### src/rtl/instr_fetch_ctrl.sv
// Fetch sequencer: owns the fetch PC, reads the combinational instruction memory
// and buffers {pc, instr} pairs in a small prefetch queue drained by decode.
module instr_fetch_ctrl #(
   parameter logic [31:0] RESET_PC  = 32'h0000_0000,
   parameter int unsigned QDEPTH    = 2,
   parameter int unsigned MEM_WORDS = 64
) (
   input  logic        clk,
   input  logic        rst_n,
   input  logic        fetch_en,
   output logic [31:0] imem_addr,
   input  logic [31:0] imem_rd,
   input  logic        redirect_valid,
   input  logic [31:0] redirect_pc,
   output logic        if_valid,
   input  logic        if_ready,
   output logic [31:0] if_instr,
   output logic [31:0] if_pc,
   output logic        fault,
   output logic [31:0] fault_pc
);

   localparam int unsigned PW    = (QDEPTH > 1) ? $clog2(QDEPTH) : 1;
   localparam int unsigned CW    = PW + 1;
   localparam logic [31:0] LIMIT = 32'(MEM_WORDS * 4);

   typedef enum logic [1:0] {
      IDLE  = 2'd0,
      RUN   = 2'd1,
      FAULT = 2'd2
   } state_t;

   state_t        state, state_nxt;
   logic [31:0]   fpc, fpc_nxt, fault_pc_nxt;
   logic [31:0]   q_pc    [QDEPTH];
   logic [31:0]   q_instr [QDEPTH];
   logic [PW-1:0] rptr, wptr;
   logic [CW-1:0] count;
   logic          pop, push, flush, in_range, redir_misaligned, redir_in_range;

   assign imem_addr        = fpc;
   assign if_valid         = (count != '0);
   assign if_pc            = q_pc[rptr];
   assign if_instr         = q_instr[rptr];
   assign pop              = if_valid & if_ready;
   assign in_range         = (fpc < LIMIT);
   assign redir_misaligned = (redirect_pc[1:0] != 2'b00);
   assign redir_in_range   = (redirect_pc < LIMIT);

   // Next-state: a redirect outranks everything; fault is exited only by a legal target
   always_comb begin
      state_nxt    = state;
      fpc_nxt      = fpc;
      fault_pc_nxt = fault_pc;
      push         = 1'b0;
      flush        = 1'b0;
      if (redirect_valid) begin
         flush = 1'b1;
         if (redir_misaligned) begin
            state_nxt    = FAULT;
            fault_pc_nxt = redirect_pc;
         end else begin
            fpc_nxt = redirect_pc;
            if ((state != FAULT) || redir_in_range) begin
               state_nxt = fetch_en ? RUN : IDLE;
            end
         end
      end else begin
         case (state)
            IDLE: begin
               if (fetch_en) begin
                  state_nxt = RUN;
               end
            end
            RUN: begin
               if (!in_range) begin
                  state_nxt    = FAULT;
                  fault_pc_nxt = fpc;
               end else begin
                  if ((count < CW'(QDEPTH)) || pop) begin
                     push    = 1'b1;
                     fpc_nxt = fpc + 32'd4;
                  end
                  if (!fetch_en) begin
                     state_nxt = IDLE;
                  end
               end
            end
            FAULT:   state_nxt = FAULT;
            default: state_nxt = IDLE;
         endcase
      end
   end

   always_ff @(posedge clk or negedge rst_n) begin
      if (!rst_n) begin
         state    <= IDLE;
         fpc      <= RESET_PC;
         fault    <= 1'b0;
         fault_pc <= 32'h0;
      end else begin
         state    <= state_nxt;
         fpc      <= fpc_nxt;
         fault    <= (state_nxt == FAULT);
         fault_pc <= fault_pc_nxt;
      end
   end

   // Prefetch queue; a flush discards everything, including the entry popped this cycle
   always_ff @(posedge clk or negedge rst_n) begin
      if (!rst_n) begin
         rptr  <= '0;
         wptr  <= '0;
         count <= '0;
         for (int i = 0; i < int'(QDEPTH); i++) begin
            q_pc[i]    <= 32'h0;
            q_instr[i] <= 32'h0;
         end
      end else if (flush) begin
         rptr  <= '0;
         wptr  <= '0;
         count <= '0;
      end else begin
         if (push) begin
            q_pc[wptr]    <= fpc;
            q_instr[wptr] <= imem_rd;
            wptr          <= wptr + PW'(1);
         end
         if (pop) begin
            rptr <= rptr + PW'(1);
         end
         count <= count + CW'(push) - CW'(pop);
      end
   end

endmodule
### config.mk
export PLATFORM = sky130hd
export DESIGN_NAME = instr_fetch_ctrl
export DESIGN_NICKNAME = d
export VERILOG_FILES = /design/src/rtl/instr_fetch_ctrl.sv
export SDC_FILE = /design/constraint.sdc
export NUM_CORES = 1
export LEC_CHECK = 0
export ABC_AREA = 1
export BUFFER_PORTS_ARGS = -buffer_cell sky130_fd_sc_hd__buf_2
export CAP_MARGIN = 20
export CORE_MARGIN = 10
export CORE_UTILIZATION = 60
export CTS_BUF_LIST = sky130_fd_sc_hd__clkbuf_2
export DETAILED_ROUTE_END_ITERATION = 16
export PLACE_DENSITY_LB_ADDON = 0.2
export SLEW_MARGIN = 20
export SYNTH_ARGS = -nofsm -noshare
export SYNTH_HDL_FRONTEND = slang
export SYNTH_SLANG_ARGS = --single-unit
### constraint.sdc
create_clock -name clk -period 3.7 [get_ports clk]
set_input_delay 0.74 -clock clk [delete_from_list [all_inputs] [get_ports clk]]
set_output_delay 0.74 -clock clk [all_outputs]
set_load 0.01 [all_outputs]
==> impl_metrics.tcl <==
set metrics [dict create \
    die_area_um2 21200 \
    syn_avg_cell_area_um2 7.43 \
    vias 8761 \
    required_ns 2.96 \
    ys_top_cells_by_count "nand2_1 (548), dfrtp_1 (199), inv_1 (120), nor2_1 (115), o21ai_0 (64)" \
    synth_warnings 0 \
    worstSetupPathType "reg -> out" \
    die_w_um 146 \
    design_area_um2 10800 \
    wl_mm 25.5 \
    seq_area_frac_synth_pct 52.6 \
    synthFlopType "dfrtp_1" \
    remaining_drc_errors 0 \
    fin_worst_skew_ns 0.0348 \
    num_rows 45 \
    async_reset_ff_share_pct 100 \
    max-clock-path-buffers 2 \
    hpwl_mm 17.7 \
    netlist_instances 1274 \
    grt.total_usage_pct 23.8 \
    drt_iter0_drc 533 \
    fin_nets 1510 \
    area_delta_synth_final_pct 14.3 \
    cts_tree "yes" \
    synthDistinctLibCells 27 \
    synth-edff-count 0 \
    finish.utilization_pct 70.6 \
    finalHoldViolCount 0 \
    fin_crit_sh_pct 83.2 \
    maxCapViolCount 0 \
    cp-start-kind "flip-flop" \
    rsz0062_at_grt "no" \
    viasPerCell 5.27 \
    h-tree-depth 4 \
    synth_area_leaders "dfrtp_1 (53%), nand2_1 (22%), inv_1 (4.8%)" \
    end_kind "output port" \
    grt_start_max_net_pins 104 \
    synth_top_area_share_pct 52.6 \
    synth_top_cell_by_area "dfrtp_1" \
    power.density_nw_per_um2 387 \
    overflow 0 \
    clk_latency_ns 0.76 \
    core_um2 15300 \
    gp_congestion 0.901 \
    clock_sinks 199 \
    tightest_slew_ns 0.998 \
    dr.pass1.iters 5 \
    grt_pass1_wl_mm 41.9 \
    grt_pass1_vias 8482 \
    path_max_fanout 88 \
    cts_resized 0 \
    p_leak_nw 6.14 \
    synth_most_common_cell "nand2_1" \
    maxSlewHeadroom_pct 33.2 \
    finalSetupViolCount 0 \
    dieHeight_um 146 \
    clk_pin_slew_ns 0.27 \
    syn_area_um2 9460 \
    hold_path_class "in -> reg" \
    routedWlPerCell_um 15.3 \
    hp-start "imem_rd[17]" \
    reg2reg_to "q_instr[62]" \
    r2r_start "imem_addr[13]" \
    port_buffers 198 \
    cts_inserted_buffers 17 \
    ir_worst_vdd_v 0.000296 \
    hold_depth 3 \
    cts-root-buf "clkbuf_2" \
    fin_crit_ns 3.08 \
    antenna_found_initial 2 \
    maxSlewViolCount 0 \
    status "finished clean" \
    yosys_register_bits 199 \
    io_pins 199 \
    synthesis.nets 1346 \
    reg2reg_slack_ns 1.06 \
    place_area_um2 10600 \
    fmax_ghz 0.325 \
    drive_gt1_share_pct 17.5 \
    holdPathEnd "q_instr[49]" \
    worstPathArrival_ns 2.34 \
    reg2reg_depth 10 \
    tns_ns 0 \
    start_util_pct 61.8 \
    ant_nets 0 \
]
## critical path, stage by stage (launching register included)
cell and delay [ns]:
dfrtp_2 0.42, buf_4 0.64, o21ai_0 0.26, buf_2 0.20
## metrics by stage
step / setup slack, ns / hold WS, ns / power (mW) / cells
detailed placement: 0.906 / 0.459 / 3.12 / 1629
global route: 0.364 / 0.0625 / 4.41 / 1664
global placement: 0.948 / 0.454 / 3.10 / 1629
CTS: 0.559 / 0.0902 / 4.21 / 1662
floorplan: 1.35 / 0.442 / 2.78 / 1274
finish: 0.623 / 0.164 / 4.19 / 1664
## power by group
part           internal (mW)  switching [mW]
registers               2.30           0.145
logic                  0.229           0.414
clock network          0.384           0.720
total                   2.91            1.28
## kinds of logic after synthesis
group	count (synthesis)	synth area share [%]
flip-flops	199	52.6
AND/OR/NAND/NOR	754	31.9
adder cells (fa/ha/maj)	3	0.397
XOR/XNOR	2	0.185
buffers and inverters	191	8.20
AO/OA/AOI/OAI	125	6.73
## final cells by class
| class | instances | area (um^2) |
|---|---|---|
| Inverter | 124 | 465 |
| Clock buffer | 20 | 100 |
| Timing Repair Buffer | 212 | 1130 |
| Multi-Input combinational cell | 884 | 3720 |
| Clock inverter | 12 | 146 |
| Tap cell | 211 | 264 |
| Fill cell | 1361 | 4500 |
| Antenna cell | 2 | 5.00 |
| Sequential cell | 199 | 4980 |
## flip-flops by register name (all words and copies together) (netlist names)
register and cells:
rptr 1, q_pc 64, count 2, state 2, fault 1, q_instr 64, wptr 1, imem_addr 32
fault_pc 32
## how the worst max path moves through the flow
stage,startpoint,endpoint,cells past startpoint
after floorplan,redirect_valid,count[1],11
after global placement,redirect_valid,q_pc[22],5
after detailed placement,redirect_valid,q_pc[23],5
after CTS,rptr,if_pc[17],3
after global routing,rptr,if_pc[31],3
final,rptr,if_pc[29],3
## timing repair
item                                   in CTS  in global routing
endpoints found under the hold margin       1                  0
setup buffers                               0                  0
hold buffers                                1                  0
## routing by layer
layer  vias up  global-route usage [%]  share of wire (%)
met3        29                    5.81                7.5
li1       4261                       -                  -
met2       339                    37.8                 48
met5         -                       0                  0
met4         0                    6.72                1.7
met1      4132                    31.7                 43
## cells in the final DEF, fill, tap and decap left out, drive strengths merged
cell / n
a21oi: 14
inv: 127
dlygate4sd3: 1
o21ai: 108
or2: 1
nand4: 47
buf: 210
clkinvlp: 1
o21a: 2
a21boi: 1
nand2: 550
and2: 2
bufinv: 3
nand3: 32
nor2: 116
clkbuf: 21
diode: 2
dfrtp: 199
nor3: 6
xor2: 1
clkinv: 5
xnor2: 1
ha: 3
Power figures use the tool's default switching activity.
